==> config.mk <==
export PLATFORM = sky130hd
export DESIGN_NAME = store_narrow_rmw
export DESIGN_NICKNAME = d
export VERILOG_FILES = /design/src/rtl/mem_pkg.sv /design/src/rtl/store_narrow_rmw_lane_merge.sv /design/src/rtl/store_narrow_rmw.sv
export SDC_FILE = /design/constraint.sdc
export NUM_CORES = 1
export LEC_CHECK = 0
export CORE_MARGIN = 2
export CORE_UTILIZATION = 24
export DETAILED_ROUTE_END_ITERATION = 8
export PLACE_DENSITY = 0.48
export RECOVER_POWER = 25
export SLEW_MARGIN = 40
export SYNTH_ARGS = -nofsm -noshare
export SYNTH_HDL_FRONTEND = slang
export SYNTH_HIERARCHICAL = 1
export SYNTH_SLANG_ARGS = --single-unit
==> constraint.sdc <==
create_clock -name clk -period 4.7 [get_ports clk]
set_input_delay 0.94 -clock clk [delete_from_list [all_inputs] [get_ports clk]]
set_output_delay 0.94 -clock clk [all_outputs]
set_load 0.01 [all_outputs]
==> src/rtl/mem_pkg.sv <==
// Shared definitions for the data-memory store path: size encodings,
// FSM state encodings and the lane-mask helper.
package mem_pkg;

  localparam logic [1:0] SZ_BYTE = 2'b00;
  localparam logic [1:0] SZ_HALF = 2'b01;
  localparam logic [1:0] SZ_WORD = 2'b10;
  localparam logic [1:0] SZ_ILL  = 2'b11;

  localparam logic [2:0] ST_IDLE  = 3'd0;
  localparam logic [2:0] ST_READ  = 3'd1;
  localparam logic [2:0] ST_CAPT  = 3'd2;
  localparam logic [2:0] ST_WRITE = 3'd3;
  localparam logic [2:0] ST_RESP  = 3'd4;

  typedef enum logic [2:0] {
    IDLE  = ST_IDLE,
    READ  = ST_READ,
    CAPT  = ST_CAPT,
    WRITE = ST_WRITE,
    RESP  = ST_RESP
  } state_t;

  localparam logic [31:0] BYTE_LANE = 32'h0000_00FF;
  localparam logic [31:0] HALF_LANE = 32'h0000_FFFF;
  localparam logic [31:0] WORD_LANE = 32'hFFFF_FFFF;

  // Little-endian: byte lane k is bits [8k+7:8k], halfword lane is addr[1].
  function automatic logic [31:0] lane_mask(input logic [1:0] size,
                                            input logic [1:0] lo);
    logic [31:0] m;
    m = '0;
    case (size)
      SZ_BYTE: m = BYTE_LANE << {lo, 3'b000};
      SZ_HALF: m = HALF_LANE << {lo[1], 4'b0000};
      SZ_WORD: m = WORD_LANE;
      default: m = '0;
    endcase
    return m;
  endfunction

endpackage

==> src/rtl/store_narrow_rmw_lane_merge.sv <==
// Combinational lane merge: narrows the store value into its lane of the old
// word and flags overflow (non-sign-extended upper bits) and misalignment.
module lane_merge
  import mem_pkg::*;
(
  input  logic [31:0] old_word,
  input  logic [31:0] data,
  input  logic [1:0]  size,
  input  logic [1:0]  addr_lo,
  output logic [31:0] merged,
  output logic        ovf,
  output logic        misalign
);

  logic [31:0] mask;
  logic [31:0] shifted;

  always_comb begin
    mask     = lane_mask(size, addr_lo);
    shifted  = '0;
    ovf      = 1'b0;
    misalign = 1'b0;
    case (size)
      SZ_BYTE: begin
        shifted = data << {addr_lo, 3'b000};
        ovf     = data[31:8] != {24{data[7]}};
      end
      SZ_HALF: begin
        shifted  = data << {addr_lo[1], 4'b0000};
        ovf      = data[31:16] != {16{data[15]}};
        misalign = addr_lo[0];
      end
      SZ_WORD: begin
        shifted  = data;
        misalign = addr_lo != 2'b00;
      end
      default: misalign = 1'b1;
    endcase
    merged = (old_word & ~mask) | (shifted & mask);
  end

endmodule

==> src/rtl/store_narrow_rmw.sv <==
// Store-path unit: narrows a register value to a byte/halfword/word lane and
// performs a read-modify-write on the synchronous-read word memory.
module store_narrow_rmw
  import mem_pkg::*;
#(
  parameter int unsigned ADDR_W = 32
) (
  input  logic              clk,
  input  logic              reset,
  input  logic              req_valid,
  output logic              req_ready,
  input  logic [ADDR_W-1:0] req_addr,
  input  logic [31:0]       req_data,
  input  logic [1:0]        req_size,
  output logic              rsp_valid,
  output logic              rsp_ovf,
  output logic              rsp_err,
  output logic [ADDR_W-1:0] mem_addr,
  output logic              mem_rd_en,
  input  logic [31:0]       mem_rd_data,
  output logic              mem_wr_en,
  output logic [31:0]       mem_wr_data
);

  state_t            state;
  logic [ADDR_W-1:0] addr_q;
  logic [31:0]       data_q;
  logic [1:0]        size_q;
  logic [31:0]       old_q;
  logic              ovf_q;
  logic              err_q;

  logic [31:0] lm_data;
  logic [1:0]  lm_size;
  logic [1:0]  lm_lo;
  logic [31:0] merged;
  logic        ovf;
  logic        misalign;

  // One merge unit serves both phases: in IDLE it classifies the incoming
  // request, afterwards it merges the latched request into the captured word.
  always_comb begin
    if (state == IDLE) begin
      lm_data = req_data;
      lm_size = req_size;
      lm_lo   = req_addr[1:0];
    end else begin
      lm_data = data_q;
      lm_size = size_q;
      lm_lo   = addr_q[1:0];
    end
  end

  lane_merge u_lane_merge (
    .old_word (old_q),
    .data     (lm_data),
    .size     (lm_size),
    .addr_lo  (lm_lo),
    .merged   (merged),
    .ovf      (ovf),
    .misalign (misalign)
  );

  always_ff @(posedge clk) begin
    if (reset) begin
      state  <= IDLE;
      addr_q <= '0;
      data_q <= '0;
      size_q <= '0;
      old_q  <= '0;
      ovf_q  <= 1'b0;
      err_q  <= 1'b0;
    end else begin
      case (state)
        IDLE: begin
          if (req_valid) begin
            addr_q <= req_addr;
            data_q <= req_data;
            size_q <= req_size;
            old_q  <= '0;
            err_q  <= misalign;
            ovf_q  <= ovf & ~misalign;
            if (misalign)              state <= RESP;
            else if (req_size == SZ_WORD) state <= WRITE;
            else                       state <= READ;
          end
        end
        READ:    state <= CAPT;
        CAPT: begin
          old_q <= mem_rd_data;
          state <= WRITE;
        end
        WRITE:   state <= RESP;
        RESP:    state <= IDLE;
        default: state <= IDLE;
      endcase
    end
  end

  // Outputs are gated by reset so nothing is issued during the reset cycle.
  always_comb begin
    req_ready   = ~reset & (state == IDLE);
    mem_rd_en   = ~reset & (state == READ);
    mem_wr_en   = ~reset & (state == WRITE);
    rsp_valid   = ~reset & (state == RESP);
    rsp_ovf     = rsp_valid & ovf_q;
    rsp_err     = rsp_valid & err_q;
    mem_wr_data = mem_wr_en ? merged : '0;
    mem_addr    = (mem_rd_en | mem_wr_en) ? {addr_q[ADDR_W-1:2], 2'b00} : '0;
  end

endmodule

# After elaboration in Yosys (flattened, before gate mapping)
# Index checks and enable logic that the tools add are counted.
# op_classes
eq_ne	10
shifts	4
muxes	15
n_bitwise	14
reduce_logical	6
# ops
operator	n
$pmux 32 s3	2
$mux 32	4
$and 32x32->32	2
$pmux 32 s2	1
$shl 32x5->32	2
$not 32->32	1
$or 32x32->32	1
$shl 16x5->32 const A	1
$shl 8x5->32 const A	1
$ne 24x24->1	1
$ne 16x16->1	1
$pmux 3 s4	1
$and 1x1->1	7
$eq 3x2->1 const B	2
$mux 2	3
$mux 3	2
$eq 2x2->1 const B	2
$reduce_and 2->1	2
$reduce_bool 2->1	2
$eq 3x1->1 const B	1
$eq 3x3->1 const B	1
$logic_not 3->1	1
$pmux 1 s3	1
$eq 2x1->1 const B	1
other kinds (5)	6
# word_totals
reg_bits	103
input_bits	101

# Depth between registers and ports, before layout
# Gate-level depths: netlist (run 1).
# depth
depth_word	8
mapped_depth	11
ltp_nobuf	8

# By module
# The synthesis (run 1) kept the hierarchy.
# by_module_without_submodules
module	instances	cells_per_inst	area_each_um2	seq_area_each_um2
store_narrow_rmw	1	509	4398.0	2062.0
lane_merge	1	143	972.2	0.0

# Least setup slack after synthesis (run 1)
# OpenSTA, ideal clock, no wires.
# synth_path
path_type	register to output
start	register state[2]
end	output port mem_wr_data[30]
arrival_time_ps	2527
setup_slack_ps	1233
path_stages_with_launch	11
path_cell_list	dfxtp_1 > buf_6 > nor3_2 > buf_4 > mux2_2 > buf_2 > mux2i_2 > buf_2 > nor2_1 > a31oi_1 > and2_1
# synth_between
elab_chain_len	8
# synth_rtl
element	line_no	source
from (decl)	store_narrow_rmw.sv:25	state_t state;
from (signal assigned)	store_narrow_rmw.sv:66	state <= IDLE;
from (signal assigned)	store_narrow_rmw.sv:83	if (misalign) state <= RESP;
from (signal assigned)	store_narrow_rmw.sv:84	else if (req_size == SZ_WORD) state <= WRITE;
$logic_not 3->1 (*)	store_narrow_rmw.sv:43	if (state == IDLE) begin
$mux 2 (*)	store_narrow_rmw.sv:43	
named net lm_size[0]	store_narrow_rmw.sv:34	logic [1:0] lm_size;
$eq 2x2->1, or another cell as far along	mem_pkg.sv:33, store_narrow_rmw_lane_merge.sv:23	
$pmux 32 s3	mem_pkg.sv:33	case (size)
$not 32->32	store_narrow_rmw_lane_merge.sv:39	merged = (old_word & ~mask) | (shifted & mask);
$and 32x32->32	store_narrow_rmw_lane_merge.sv:39	
$or 32x32->32 (*)	store_narrow_rmw_lane_merge.sv:39	
named net merged[30]	store_narrow_rmw.sv:36	logic [31:0] merged;
$mux 32 (*)	store_narrow_rmw.sv:108	mem_wr_data = mem_wr_en ? merged : '0;
to (decl)	store_narrow_rmw.sv:22	output logic [31:0] mem_wr_data
# Mark *: on every way through the listed nets, which the timed path passes. The rest lies on a longest branch.

# Worst setup path in the final report (run 1)
# layout_path
start	input port req_size[1]
end	output port mem_wr_data[24]
# layout_between
elab_chain_len	7
# layout_rtl
element	line_no	source
from (decl)	store_narrow_rmw.sv:14	input logic [1:0] req_size,
$mux 2 (*)	store_narrow_rmw.sv:43	
named net lm_size[1]	store_narrow_rmw.sv:34	
$eq 2x2->1, or another cell as far along	mem_pkg.sv:33, store_narrow_rmw_lane_merge.sv:23	
$pmux 32 s3	mem_pkg.sv:33	
$not 32->32	store_narrow_rmw_lane_merge.sv:39	
$and 32x32->32	store_narrow_rmw_lane_merge.sv:39	
$or 32x32->32 (*)	store_narrow_rmw_lane_merge.sv:39	
named net merged[24]	store_narrow_rmw.sv:36	
$mux 32 (*)	store_narrow_rmw.sv:108	
# Marked as above.

==> results of run 1 <==
-- routing by layer --
metal | wire length [um] | share of wire | vias to the layer above
met5 | 0 | 0 | -
met4 | 136 | 0.0073 | 0
met3 | 877 | 0.047 | 8
met2 | 8770 | 0.47 | 104
met1 | 8860 | 0.48 | 2405
li1 | - | - | 2568
-- cells in the mapped netlist (all sizes together) (8+ instances only) --
master | number | area (um2)
a21oi | 72 | 360
and2 | 41 | 256
nor2 | 19 | 73.8
and3 | 38 | 238
a22o | 40 | 350
a21o | 9 | 67.6
mux2 | 44 | 495
buf | 25 | 179
nor4 | 9 | 62.6
o21ai | 11 | 58.8
dfxtp | 103 | 2060
a31oi | 10 | 62.6
clkbuf | 31 | 116
a21boi | 8 | 60.1
nand2 | 147 | 552
-- sequential cells by signal (all words and copies together) (netlist names) --
name and cells:
err_q 1, old_q 32, data_q 32, state 3, addr_q 32, size_q 2, ovf_q 1
-- tightest hold or removal path, cell delays in order (launching register included) --
cell     delay, ps
dfxtp_1        310
nand2_1         50
a21oi_1         50
-- power breakdown --
group	internal, mW	switching, mW	leakage, nW
clock network	0.431	0.361	0.149
logic	0.704	0.954	1.97
registers	1.02	0.0757	0.842
total	2.15	1.39	2.96
-- stage by stage --
step	total power [mW]	util	cell area (um2)	cells	hold slack [ps]
detailed placement	2.79	0.333	7280	1063	443
floorplan	2.26	-	5370	653	427
global route	3.78	0.346	7580	1079	467
finish	3.54	0.346	7580	1079	449
CTS	3.60	0.347	7590	1079	453
global placement	2.79	0.333	7280	1063	438
-- logic make-up (layout without fill, tap and decap cells) --
| logic type | after synthesis | in the layout |
|---|---|---|
| AND/OR/NAND/NOR | 283 | 283 |
| multiplexers | 48 | 48 |
| buffers and inverters | 58 | 204 |
| other | 1 | 2 |
| flip-flops | 103 | 103 |
| AO/OA/AOI/OAI | 159 | 159 |
-- path summary, 6_finish.rpt --
check,from,end,slack [ps]
hold / removal,addr_q[22],addr_q[22],450
setup / recovery,req_size[1],mem_wr_data[24],300
setup reg to reg,state[1],ovf_q,1950
hold reg to reg,addr_q[22],addr_q[22],450
-- layout make-up --
class	instances	area, um2	share of cell area
Inverter	2	7.51	0.000990
Timing Repair Buffer	186	1820	0.240
Tap cell	280	350	0.0462
Clock inverter	6	68.8	0.00908
Multi-Input combinational cell	492	3040	0.400
Sequential cell	103	2060	0.272
Clock buffer	10	239	0.0315
-- layout by cell type (no fill, tap or decap), types with 3 or more instances in the layout --
cell               n
clkdlybuf4s50_1  166
nor4_1             8
nand4_1            6
a31oi_1           10
and3_1            38
nand3b_1           3
dfxtp_1          103
mux2_2            44
nand2_1          147
a21o_1             9
a221o_1            7
clkbuf_16          9
nor2b_1            4
a21boi_0           8
mux2i_1            3
buf_4             15
a21oi_1           72
and2_1            39
nor2_1            17
nor3_1             4
o21ai_0            8
a22o_1            40
==> results_dict.tcl, run 1 <==
set metrics [dict create \
    h-tree-depth 3 \
    yosysUniqueCellTypes 42 \
    final_max_slew_viol_count 37 \
    wl_per_cell_um 17.3 \
    die_x_um 154 \
    core_mm2 0.0219 \
    gp_congestion 0.825 \
    crit_chain "clkdlybuf4s50_1 > mux2_2 > nand2b_2 > and3_1 > o21ai_0 > a31oi_1 > and2_1 > clkdlybuf4s50_1" \
    ff2ff_path_depth 8 \
    worstSetupEndpointType "primary output" \
    synth_xor_area_frac 0 \
    viasPerCell 4.71 \
    crit_family "buffers and inverters" \
    netlist_instances 652 \
    worst_ep_arrival_time_ps 3460 \
    rsz0062_at_grt "no" \
    syn_to_final_growth_pct 41.2 \
    outcome "finished with violations" \
    cts_root_buf "clkbuf_16" \
    synthAdderAreaFrac 0 \
    cts_post_setup_buffers_inserted 0 \
    syn_area_per_cell_um2 8.24 \
    critical_path.max_fanout 17 \
    fin_tns_setup_ps 0 \
    numCtsBuffers 9 \
    antenna_left 0 \
    path_clk_slew_ps 70 \
    synth-edff-count 0 \
    period_share 0.937 \
    clock_latency_ps 350 \
    fillers 2332 \
    synthSimpleGateAreaFrac 0.261 \
    fin_nets 895 \
    syn-cell-area_mm2 0.00537 \
    crit_slowest_cell "clkdlybuf4s50_1" \
    cts-resized-gates 0 \
    rows 54 \
    wl_um 18600 \
    tightest_slew_ps 1820 \
    drv_cap 1 \
    portBuffers 168 \
    yosys_register_bits 103 \
    cts.path.max_buffers 2 \
    hold_path_class "flip-flop to flip-flop" \
    drtIter0Drc 287 \
    die_height_um 154 \
    layout-drive-gt1-share 0.114 \
    setup_slack_ps 296 \
    finalCriticalPeriod_ps 4400 \
    cp.depth 8 \
    vias 5085 \
    cp_common_cell "clkdlybuf4s50_1" \
    grt_pass1_vias 4895 \
    async_flop_share 0 \
    grt.total_usage 0.153 \
    ys.flop_type "dfxtp_1" \
    hold_buffers 0 \
    setup_viol 0 \
    crit_type "primary input to primary output" \
    drt_first_pass_iters 4 \
    leakage_nw 2.96 \
    io_pins 171 \
    cts_sinks 103 \
    yosysSeqAreaShare 0.384 \
    busiest_layer "met2" \
    grt_pass1_wl_um 28400 \
    required_ps 3760 \
    initial_core_util 0.245 \
    dp_hpwl_um 13000 \
    crit_buf_inv 2 \
    crit_path_max_incr_delay_ps 470 \
    slew_headroom -0.216 \
    grt.met3_usage 0.0358 \
    grt_max_degree 59 \
    cts_tree "built" \
    muxShareOfSynthArea 0.100 \
    fmax_mhz 227 \
    skew_ps 6.56 \
    ir_drop_mv 0.211 \
    synth_top_family_by_area "simple AND/OR/NAND/NOR gates" \
    synth-compound-area-share 0.197 \
    grtUsageMet2 0.247 \
    hold_violations 0 \
    gr-usage-met1 0.210 \
    antenna_found_initial 0 \
    place_ws_ps 331 \
    ys_warn_count 6 \
    violations "max-capacitance violations, max-slew violations" \
    p_per_area_mw_per_mm2 467 \
    holdPathStages 2 \
    drc 0 \
    grt.overflow.total 0 \
    cp-start-kind "primary input" \
    die_area_mm2 0.0236 \
    diodes 0 \
]
Note: power is estimated with default switching activity, not from simulation.
==> inputs of run 2 (changes only) <==
--- a/config.mk
+++ b/config.mk
@@ -8,8 +8,9 @@
 export CORE_MARGIN = 2
 export CORE_UTILIZATION = 24
 export DETAILED_ROUTE_END_ITERATION = 8
-export PLACE_DENSITY = 0.48
-export RECOVER_POWER = 25
+export PLACE_DENSITY = 0.5
+export RECOVER_POWER = 100
+export SKIP_CTS_REPAIR_TIMING = 1
 export SLEW_MARGIN = 40
 export SYNTH_ARGS = -nofsm -noshare
 export SYNTH_HDL_FRONTEND = slang
==> constraint.sdc (replaced) <==
create_clock -name clk -period 3.68 [get_ports clk]
set_input_delay 0.736 -clock clk [delete_from_list [all_inputs] [get_ports clk]]
set_output_delay 0.736 -clock clk [all_outputs]
set_load 0.01 [all_outputs]
==> results_dict.tcl, run 2 (synthesized netlist as in run 1, its figures left out) <==
set metrics [dict create \
    r2r_start "state[1]" \
    dp_hpwl_um 13500 \
    violations "max-capacitance violations, max-slew violations, negative setup slack" \
    numCtsBuffers 9 \
    die_height_um 154 \
    reg_top3 "addr_q (32), data_q (32), old_q (32)" \
    mostFrequentLayoutCells "147 x nand2_1, 145 x clkdlybuf4s50_1, 103 x dfxtp_1, 72 x a21oi_1, 42 x mux2_2" \
    grt_max_degree 52 \
    diodes 0 \
    drv_cap 1 \
    drc 0 \
    worstSetupEndpointType "primary output" \
    cp_common_cell "clkdlybuf4s50_1" \
    period_share 1.01 \
    leakage_nw 3.48 \
    placed_cell_area_mm2 0.00743 \
    hold_path_class "flip-flop to flip-flop" \
    portBuffers 168 \
    r2r_end "ovf_q" \
    crit_path_max_incr_delay_ps 480 \
    hold_violations 0 \
    cp-start-kind "primary input" \
    post-place-cells 1081 \
    slew_headroom -0.0441 \
    cts_root_buf "clkbuf_16" \
    finalCriticalPeriod_ps 3720 \
    cts.path.max_buffers 2 \
    place_ws_ps -116 \
    worst_ep_arrival_time_ps 2980 \
    crit_slowest_cell "clkdlybuf4s50_1" \
    fin_tns_setup_ps -198 \
    holdPathStages 2 \
    io_pins 171 \
    h-tree-depth 3 \
    gp_congestion 0.804 \
    critical_path.max_fanout 7 \
    viasPerCell 4.71 \
    fin_nets 916 \
    grt.total_usage 0.156 \
    crit_family "buffers and inverters" \
    final_area_mm2 0.00783 \
    layout-drive-gt1-share 0.138 \
    ir_drop_mv 0.291 \
    p_per_area_mw_per_mm2 596 \
    min_to "addr_q[24]" \
    grt.overflow.total 0 \
    required_ps 2940 \
    die_x_um 154 \
    core_mm2 0.0219 \
    drt_first_pass_iters 4 \
    setup_slack_ps -40.7 \
    path_clk_slew_ps 70 \
    ff2ff_path_depth 11 \
    final_max_slew_viol_count 33 \
    antenna_found_initial 0 \
    clock_latency_ps 350 \
    die_area_mm2 0.0236 \
    grt_pass1_wl_um 29200 \
    crit_chain "clkdlybuf4s50_1 > mux2_4 > buf_4 > nor2b_4 > nor2b_1 > nor2_2 > a221o_1 > and2_1 > clkdlybuf4s50_1" \
    setup_viol 6 \
    hold_start "addr_q[24]" \
    rows 54 \
    crit_buf_inv 3 \
    vias 5184 \
    skew_ps 5.12 \
    initial_core_util 0.245 \
    antenna_left 0 \
    outcome "finished with violations" \
    syn_to_final_growth_pct 45.9 \
    cts_sinks 103 \
    cts_tree "built" \
    crit_type "primary input to primary output" \
    grt_pass1_vias 5164 \
    tightest_slew_ps 1570 \
    rsz0062_at_grt "yes" \
    fmax_mhz 269 \
    r2r_setup_slack_ps 1050 \
    wl_um 18800 \
    stdcell_count 1100 \
    mostFrequentLayoutCell "nand2_1" \
    wl_per_cell_um 17.1 \
    drtIter0Drc 324 \
]
-- run 2: changes by cell type in the layout (fill, tap and decap cells not counted), sizes merged --
cell / delta
clkinv: -1
inv: -1
buf: +23
clkdlybuf4s50: -21
bufinv: -1
clkinvlp: -1
clkbuf: +2
dlymetal6s2s: +21
-- run 2: how the worst max path moves through the flow --
stage	to	start	depth (start not counted)	slack, ps
2_1_floorplan	mem_wr_data[30]	state[2]	10	420
3_3_place_gp	mem_wr_data[7]	req_size[0]	9	-140
3_5_place_dp	mem_wr_data[14]	req_size[1]	8	-120
4_1_cts	mem_wr_data[14]	state[2]	8	-170
5_1_grt	mem_wr_data[19]	req_size[1]	9	-120
6_report	mem_wr_data[21]	req_size[1]	9	-40
-- run 2: metal layers --
metal	routed length, um	up-vias	track usage
li1	-	2599	-
met1	8880	2459	0.208
met2	8900	120	0.261
met3	868	6	0.0355
met4	133	0	0.0301
met5	0	-	0
-- run 2: area by class of cell --
type | count | area (um2)
multi-input combinational | 492 | 3060
sequential | 103 | 2060
inverter | 2 | 7.51
clock buffer | 14 | 274
tap | 280 | 350
clock inverter | 2 | 13.8
fill | 2327 | 14100
timing repair buffer | 207 | 2060
-- run 2: power by group --
part           leakage (nW)  total [mW]  switching (mW)  internal [mW]
Clock                 0.143       0.955           0.439          0.517
Combinational          2.49        2.33            1.27           1.06
Sequential            0.842        1.38          0.0876           1.30
-- run 2: tightest hold or removal path, cell delays in order, from the launching register on --
cell and delay, ps:
dfxtp_1 310, nand2_1 50, a21oi_1 50
-- run 2: stage by stage --
stage                     power, mW  hold WS, ps   util
after floorplan                2.88          427      -
after global placement         3.68          438  0.339
after detailed placement       3.67          442  0.339
after CTS                      4.65          452  0.353
after global routing           4.98          465  0.358
final                          4.67          450  0.358
